==> config.mk <==
export PLATFORM = sky130hd
export DESIGN_NAME = jam_cost_table
export DESIGN_NICKNAME = d
export VERILOG_FILES = /design/src/rtl/jam_pkg.sv /design/src/rtl/jam_cost_rf.sv /design/src/rtl/jam_cost_table.sv
export SDC_FILE = /design/constraint.sdc
export NUM_CORES = 1
export LEC_CHECK = 0
export CAP_MARGIN = 0
export CORE_MARGIN = 8
export CORE_UTILIZATION = 57
export CTS_BUF_LIST = sky130_fd_sc_hd__clkbuf_8 sky130_fd_sc_hd__clkbuf_16
export CTS_CLUSTER_DIAMETER = 200
export DETAILED_ROUTE_END_ITERATION = 7
export GPL_TIMING_DRIVEN = 0
export PLACE_DENSITY = 0.77
export REMOVE_ABC_BUFFERS = 1
export SLEW_MARGIN = 25
export SYNTH_ARGS = -nofsm -noshare
export SYNTH_HDL_FRONTEND = slang
export SYNTH_HIERARCHICAL = 1
export SYNTH_SLANG_ARGS = --single-unit
==> constraint.sdc <==
create_clock -name CLK -period 2.9 [get_ports CLK]
set_input_delay 0.58 -clock CLK [delete_from_list [all_inputs] [get_ports CLK]]
set_output_delay 0.58 -clock CLK [all_outputs]
set_load 0.005 [all_outputs]
==> src/rtl/jam_pkg.sv <==
// rtl/jam_pkg.sv - shared sizes and load-state encoding for the JAM engine
package jam_pkg;

  localparam int N_SIDE  = 8;
  localparam int COST_W  = 7;
  localparam int IDX_W   = 3;
  localparam int SUM_W   = 10;
  localparam int ADDR_W  = 2 * IDX_W;
  localparam int N_ENTRY = N_SIDE * N_SIDE;

  typedef enum logic {
    LOAD = 1'b0,
    DONE = 1'b1
  } cost_state_e;

endpackage

==> src/rtl/jam_cost_rf.sv <==
// rtl/jam_cost_rf.sv - cost register file, one write port, one async read port
module jam_cost_rf #(
  parameter int DEPTH  = 64,
  parameter int ADDR_W = 6,
  parameter int DATA_W = 7
) (
  input  logic              CLK,
  input  logic              RST_N,
  input  logic              we,
  input  logic [ADDR_W-1:0] waddr,
  input  logic [DATA_W-1:0] wdata,
  input  logic [ADDR_W-1:0] raddr,
  output logic [DATA_W-1:0] rdata
);

  logic [DATA_W-1:0] mem [DEPTH];

  always_ff @(posedge CLK or negedge RST_N) begin
    if (!RST_N) begin
      for (int i = 0; i < DEPTH; i++) begin
        mem[i] <= '0;
      end
    end else if (we) begin
      mem[waddr] <= wdata;
    end
  end

  // A read of the entry being written this cycle sees the pre-edge value.
  assign rdata = mem[raddr];

endmodule

==> src/rtl/jam_cost_table.sv <==
// rtl/jam_cost_table.sv - streamed 8x8 cost matrix store with row-minimum lower bound
module jam_cost_table #(
  parameter int N_SIDE = jam_pkg::N_SIDE,
  parameter int COST_W = jam_pkg::COST_W
) (
  input  logic                      CLK,
  input  logic                      RST_N,
  input  logic                      InValid,
  output logic                      InReady,
  input  logic [COST_W-1:0]         InCost,
  input  logic                      Reload,
  input  logic [jam_pkg::IDX_W-1:0] W,
  input  logic [jam_pkg::IDX_W-1:0] J,
  output logic [COST_W-1:0]         Cost,
  output logic                      TableReady,
  output logic [jam_pkg::SUM_W-1:0] LowerBound
);

  import jam_pkg::*;

  localparam int N_CELLS = N_SIDE * N_SIDE;

  cost_state_e       state;
  logic [ADDR_W-1:0] idx;
  logic [COST_W-1:0] row_min;
  logic [COST_W-1:0] row_min_nxt;
  logic [SUM_W-1:0]  lb_acc;
  logic              table_ready;
  logic              accept;
  logic              row_first;
  logic              row_last;

  assign InReady   = (state == LOAD) && !Reload;
  assign accept    = InValid && InReady;
  assign row_first = (idx[IDX_W-1:0] == '0);
  assign row_last  = (idx[IDX_W-1:0] == {IDX_W{1'b1}});

  always_comb begin
    row_min_nxt = InCost;
    if (!row_first && (row_min < InCost)) begin
      row_min_nxt = row_min;
    end
  end

  always_ff @(posedge CLK or negedge RST_N) begin
    if (!RST_N) begin
      state       <= LOAD;
      idx         <= '0;
      row_min     <= '0;
      lb_acc      <= '0;
      table_ready <= 1'b0;
    end else if (Reload) begin
      state       <= LOAD;
      idx         <= '0;
      row_min     <= '0;
      lb_acc      <= '0;
      table_ready <= 1'b0;
    end else if (accept) begin
      idx     <= idx + 1'b1;
      row_min <= row_min_nxt;
      if (row_last) begin
        lb_acc <= lb_acc + SUM_W'(row_min_nxt);
      end
      // idx wraps to 0 naturally on the final beat.
      if (idx == ADDR_W'(N_CELLS - 1)) begin
        state       <= DONE;
        table_ready <= 1'b1;
      end
    end
  end

  jam_cost_rf #(
    .DEPTH  (N_CELLS),
    .ADDR_W (ADDR_W),
    .DATA_W (COST_W)
  ) u_rf (
    .CLK   (CLK),
    .RST_N (RST_N),
    .we    (accept),
    .waddr (idx),
    .wdata (InCost),
    .raddr ({W, J}),
    .rdata (Cost)
  );

  assign TableReady = table_ready;
  assign LowerBound = lb_acc;

endmodule

[Yosys cells after proc, flatten, opt, wreduce, memory -nomap -nowiden]
Index checks and enable logic that the tools add are counted.
Storage, ports and cells
  bits in registers: 472
  bits in latches: 0
  RAM bits: 0
  ROM bits: 0
  input port bits: 17
  output and inout port bits: 19
  memories: 0
Operators by class
  add/subtract/negate cells: 2
  $mul: 0
  divide/modulo/power cells: 0
  $lt $le $gt $ge: 4
  equal/unequal tests: 2
  shift operators: 0
  multiplexer cells: 17
  bitwise operators: 3
  reduce and logical (&&, ||, !) cells: 12
Operators by type and width (count)
  448-bit bitwise mux: 1
  7-bit binary-select mux with 6-bit select: 1
  7-bit demux with 6-bit select: 1
  7-bit two-way mux: 6
  10-bit two-way mux: 3
  7-bit >= comparator, second input constant: 2
  6-bit NOT with 7-bit output: 2
  6-bit two-way mux: 2
  10-bit by 7-bit adder with 10-bit output: 1
  7-bit by 1-bit < comparator with 1-bit output, second input constant: 1
  7-bit < comparator: 1
  6-bit by 1-bit adder with 6-bit output, second input constant: 1
  6-bit equality test, second input constant: 1
  2-bit nonzero test: 3
  1-bit logical AND: 4
  2-bit AND reduction: 2
  3-bit equality test, second input constant: 1
  3-bit logical NOT: 1
  1-bit two-way mux: 3
  1-bit logical NOT: 2
  1-bit NOT: 1

[Depth between registers and ports, before layout]
  depth after elaboration: 8
  depth in mapped cells: 13
  mapped depth without buffers: 13

[Hierarchy]
The synthesis kept the hierarchy.
Modules (own cells, without submodules)
  jam_cost_rf: instances 1, cells an instance 1315, area an instance 20636.0 um^2, sequential area each 11210.8 um^2
  jam_cost_table: instances 1, cells an instance 160, area an instance 1616.6 um^2, sequential area each 600.6 um^2

[Least setup slack after synthesis]
No wires, ideal clock.
  kind: in2reg
  start point: input InCost[2]
  end point: register lb_acc[8] (netlist: LowerBound[8])
  setup time: 0.130 ns
  arrival time: 3.187 ns
  data required time: 2.770 ns
  setup slack: -0.417 ns
  stages: 13
  buffers on the path: 0
  cells stage by stage: inv_1 -> ha_1 -> a21o_1 -> a31oi_1 -> o21ai_4 -> mux2_2 -> ha_1 -> fa_1 -> a211oi_1 -> o21bai_1 -> o311ai_1 -> xor2_1 -> nor2_1
Between the ends
  word-level cells in the longest chain between the ends: 7
RTL lines
  from (decl): RTL line jam_cost_table.sv:10  | input logic [COST_W-1:0] InCost,
  7-bit < comparator: RTL line jam_cost_table.sv:40  | if (!row_first && (row_min < InCost)) begin
  1-bit logical AND: RTL line jam_cost_table.sv:40
  7-bit two-way mux (*): RTL line jam_cost_table.sv:40
  10-bit by 7-bit adder with 10-bit output (*): RTL line jam_cost_table.sv:62  | lb_acc <= lb_acc + SUM_W'(row_min_nxt);
  10-bit two-way mux (*): RTL line jam_cost_table.sv:61  | if (row_last) begin
  10-bit two-way mux (*): RTL line jam_cost_table.sv:58  | end else if (accept) begin
  10-bit two-way mux (*): RTL line jam_cost_table.sv:52  | end else if (Reload) begin
  to (signal assigned): RTL line jam_cost_table.sv:62
  to (decl): RTL line jam_cost_table.sv:27  | logic [SUM_W-1:0] lb_acc;
Mark *: on every way between the ends. The rest lies on a longest branch, timed or not. The select of a mux whose other input is x is not followed.
A chain may end at the register's enable or synchronous reset.

[Worst setup path after layout]
  start point: register u_rf/mem[57] (netlist bit)
  end point: output Cost[1]
Between the ends
  word-level cells in the longest chain between the ends: 3
RTL lines
  from (decl): RTL line jam_cost_rf.sv:16  | logic [DATA_W-1:0] mem [DEPTH];
  from (signal, indexed assignment): RTL line jam_cost_rf.sv:24  | mem[waddr] <= wdata;
  7-bit binary-select mux with 6-bit select: RTL line jam_cost_rf.sv:29  | assign rdata = mem[raddr];
  7-bit two-way mux (not written as such) (2 in series): RTL line jam_cost_rf.sv:29
  to (decl): RTL line jam_cost_table.sv:14  | output logic [COST_W-1:0] Cost,
No other way between the ends. The select of a mux whose other input is x is not followed.

==> flow_summary.yaml <==
pwr:
  p_comb_share_pct: 9.6
  pwr_density_cell_nw_per_um2: 560
  seqPwrFrac_pct: 47.5
  total_switching_power_mw: 3.40
  power_mw: 14.5
  p_int_mw: 11.1
  leakagePower_nw: 12.3
  worst_ir_drop_vdd_mv: 0.385
  switching_part_of_the_total_power_pct: 23.4
  pwr-share-clk_pct: 42.9
route:
  via_count: 13400
  detail_route.iter0.violations: 1305
  drt-wirelength-per-cell_um: 27.3
  antenna_left: 0
  met1Wirelength_um: 22700
  wl_um: 56600
  dr.pass1.iters: 7
  maxUsedRoutingLayer: "met4"
  route.met2.wl_um: 27700
  route.detailed.drc: 0
  detailroute.wirelength.met3_um: 3690
  via_cell_ratio: 6.47
clock_tree:
  insertion_delay_ns: 0.58
  cts_tree: "built"
  cts_root_buf: "sky130_fd_sc_hd__clkbuf_16"
  cts.reportedPaths.clkPinSlew_ns: 0.06
  ctsLongestPathBuffers: 3
  numClockSinks: 472
  ctsHtreeMaxLevel: 2
  cts_buffers: 48
timing:
  clock_skew_ns: 0.0154
  period_share_pct: 110
  worst_slew_pin_slew_ns: 0.820
  grt_setup_unrepaired: "true"
  layout_min_cycle_time_ns: 3.18
  fin_tns_setup_ns: -2.03
  clock.fmax_mhz: 314
  setup_viol: 9
  hold_violations: 0
  maxSlewViolCount: 0
  slew-limit-headroom_pct: 45.2
  worst_hold_slack_ns: 0.392
  final.setup.worst_slack_ns: -0.283
critical_path:
  timing.rr.start: "row_min[2]$_DFFE_PN0P_"
  arrival_time_reported_for_the_critical_path_endpoint_ns: 2.60
  worst_setup_path_end_kind: "output port"
  cp_data_required_time_ns: 2.32
  timing.critical_path.from_type: "register"
  crit_type: "register to output port"
  worst-r2r-setup-slack_ns: -0.16
  rr_endpoint: "LowerBound[8]$_DFFE_PN0P_"
  critical_path.max_fanout: 2
  worstRegToRegCells: 12
final_layout:
  layout_common_cells: "469 x sky130_fd_sc_hd__dfrtp_1, 452 x sky130_fd_sc_hd__mux2_2, 121 x sky130_fd_sc_hd__mux4_2"
  area_growth_syn_to_layout_pct: 16.6
  layout.cell_area.non_filler_sq_um: 25900
  final_net_count: 1552
  utilization_pct: 67.3
  final_layout_size_suffix_gt1_share_pct: 52.4
  most_common_library_cell_in_the_layout_ignoring_fill_and_taps: "sky130_fd_sc_hd__dfrtp_1"
logic_synthesis:
  count_of_flip_flops_with_a_built_in_enable_after_synthesis: 0
  postSynth.asyncResetShare_pct: 100
  synth_area_sq_um: 22300
  ys.flop_type: "sky130_fd_sc_hd__dfrtp_1"
  yosys_warnings: 6
  synth.ff_latch_count: 472
  ys_seq_area_share_pct: 53.1
  syn_area_per_cell_sq_um: 15.1
  synth_cells: 1475
  ys_types: 54
global_route:
  grt_usage_pct: 25.1
  grt-ovfl-total: 0
  grt_pass1_vias: 14000
  grt_antenna_before_repair: 1
  maximum_number_of_pins_on_one_net_before_global_route_repair: 93
  grt_pass1_wl_um: 86500
placed_design:
  io_buffer_count: 35
  placedInstanceArea_sq_um: 23000
  gp_congestion: 0.824
  post_dp_hpwl_um: 30600
worst_hold_path:
  endpoint_with_the_worst_hold_slack: "row_min[2]$_DFFE_PN0P_"
  timing.hold.worst_path_depth: 3
  hp-start: "InCost[2]"
  worstHoldPathType: "input port to register"
floorplanning:
  placement_rows: 72
  design.die.area_sq_um: 45600
  chipHeight_um: 214
  floorplan.initialDensity_pct: 57.7
  core_sq_um: 38600
  boundaryPins: 36
  die_width_um: 214
job:
  cap_violations: 0
run_status:
  status: "complete, but fails checks"
  violations: "setup timing"
what timing repair did:
| action | in CTS | in global routing |
|---|---|---|
| buffers inserted | 25 | 13 |
| cloned | 14 | 1 |
| gates resized for setup | 118 | 41 |
| hold buffers | 1 | 0 |
| pin swaps | 26 | 26 |
| endpoints found under the setup margin | 459 | 378 |
| hold endpoints to repair | 1 | 0 |
flip-flops by register name, summed over array words and instances, names as in the netlist:
register    flops
idx             6
row_min         7
TableReady      1
LowerBound     10
u_rf/mem      448
how the worst max path moves through the flow:
stage	startpoint	endpoint	cells after the start	slack (ns)
5_1_grt	u_rf/mem[174]$_DFFE_PN0P_	Cost[6]	5	-0.33
6_report	u_rf/mem[57]$_DFFE_PN0P_	Cost[1]	5	-0.28
3_3_place_gp	RST_N	u_rf/mem[43]$_DFFE_PN0P_	1	-18.81
3_5_place_dp	Reload	u_rf/mem[174]$_DFFE_PN0P_	6	-1.48
2_1_floorplan	InCost[2]	LowerBound[8]$_DFFE_PN0P_	13	-0.41
4_1_cts	u_rf/mem[174]$_DFFE_PN0P_	Cost[6]	5	-0.29
Yosys cell counts (7+ instances only):
library cell | count | area, sq um
sky130_fd_sc_hd__a21oi_1 | 12 | 60.1
sky130_fd_sc_hd__a22oi_1 | 7 | 52.6
sky130_fd_sc_hd__buf_1 | 7 | 26.3
sky130_fd_sc_hd__buf_2 | 13 | 65.1
sky130_fd_sc_hd__buf_4 | 16 | 120
sky130_fd_sc_hd__clkbuf_1 | 65 | 244
sky130_fd_sc_hd__dfrtp_1 | 472 | 11800
sky130_fd_sc_hd__ha_1 | 16 | 200
sky130_fd_sc_hd__inv_1 | 13 | 48.8
sky130_fd_sc_hd__mux2_2 | 456 | 5130
sky130_fd_sc_hd__mux2i_1 | 32 | 320
sky130_fd_sc_hd__mux4_2 | 121 | 2730
sky130_fd_sc_hd__nand2_1 | 57 | 214
sky130_fd_sc_hd__nand2b_1 | 17 | 106
sky130_fd_sc_hd__nand3_1 | 13 | 65.1
sky130_fd_sc_hd__nand3b_1 | 10 | 75.1
sky130_fd_sc_hd__nor2_1 | 32 | 120
sky130_fd_sc_hd__nor2_2 | 21 | 131
sky130_fd_sc_hd__o211ai_1 | 9 | 67.6
sky130_fd_sc_hd__o21ai_0 | 16 | 80.1
sky130_fd_sc_hd__xor2_1 | 8 | 70.1
through the flow:
step	setup slack, ns	cells
floorplan	-0.405	1371
global placement	-18.81	1924
detailed placement	-1.48	1933
CTS	-0.293	2057
global route	-0.332	2071
finish	-0.283	2071
logic make-up after synthesis:
group | Yosys count | share of synthesized area (%)
XOR/XNOR | 10 | 0.394
AND/OR/NAND/NOR | 179 | 4.19
adder cells (fa/ha/maj) | 17 | 0.990
buffers and inverters | 117 | 2.42
AO/OA/AOI/OAI | 70 | 2.10
flip-flops | 472 | 53.1
multiplexers | 610 | 36.8
power by group through the flow:
stage	sequential (mW)	combinational, mW	clock [mW]
6_report	6.91	1.40	6.23
5_1_grt	6.93	1.49	6.57
4_1_cts	6.90	1.32	6.31
3_5_place_dp	7.03	1.10	0
3_3_place_gp	7.03	1.09	0
2_1_floorplan	6.99	0.547	0
cell type report:
class	count	area [sq um]
inverter	13	52.6
tap	518	648
fill	2604	12600
timing repair buffer	97	1510
antenna	1	2.50
multi-input combinational	886	10300
clock buffer	67	1470
clock inverter	17	120
sequential	472	11800
worst max-delay path: stages (launching register included):
cell	delay [ns]
sky130_fd_sc_hd__dfrtp_1	0.37
sky130_fd_sc_hd__mux4_2	0.52
sky130_fd_sc_hd__mux4_2	0.53
sky130_fd_sc_hd__o211ai_1	0.29
sky130_fd_sc_hd__nand2_1	0.16
sky130_fd_sc_hd__buf_2	0.16
metal layers:
| layer | global-route usage [%] | up-vias |
|---|---|---|
| li1 | - | 5574 |
| met3 | 5.07 | 155 |
| met4 | 9.50 | 0 |
| met2 | 40.2 | 469 |
| met5 | 0 | - |
| met1 | 34.1 | 7199 |
Power figures use the tool's default switching activity.
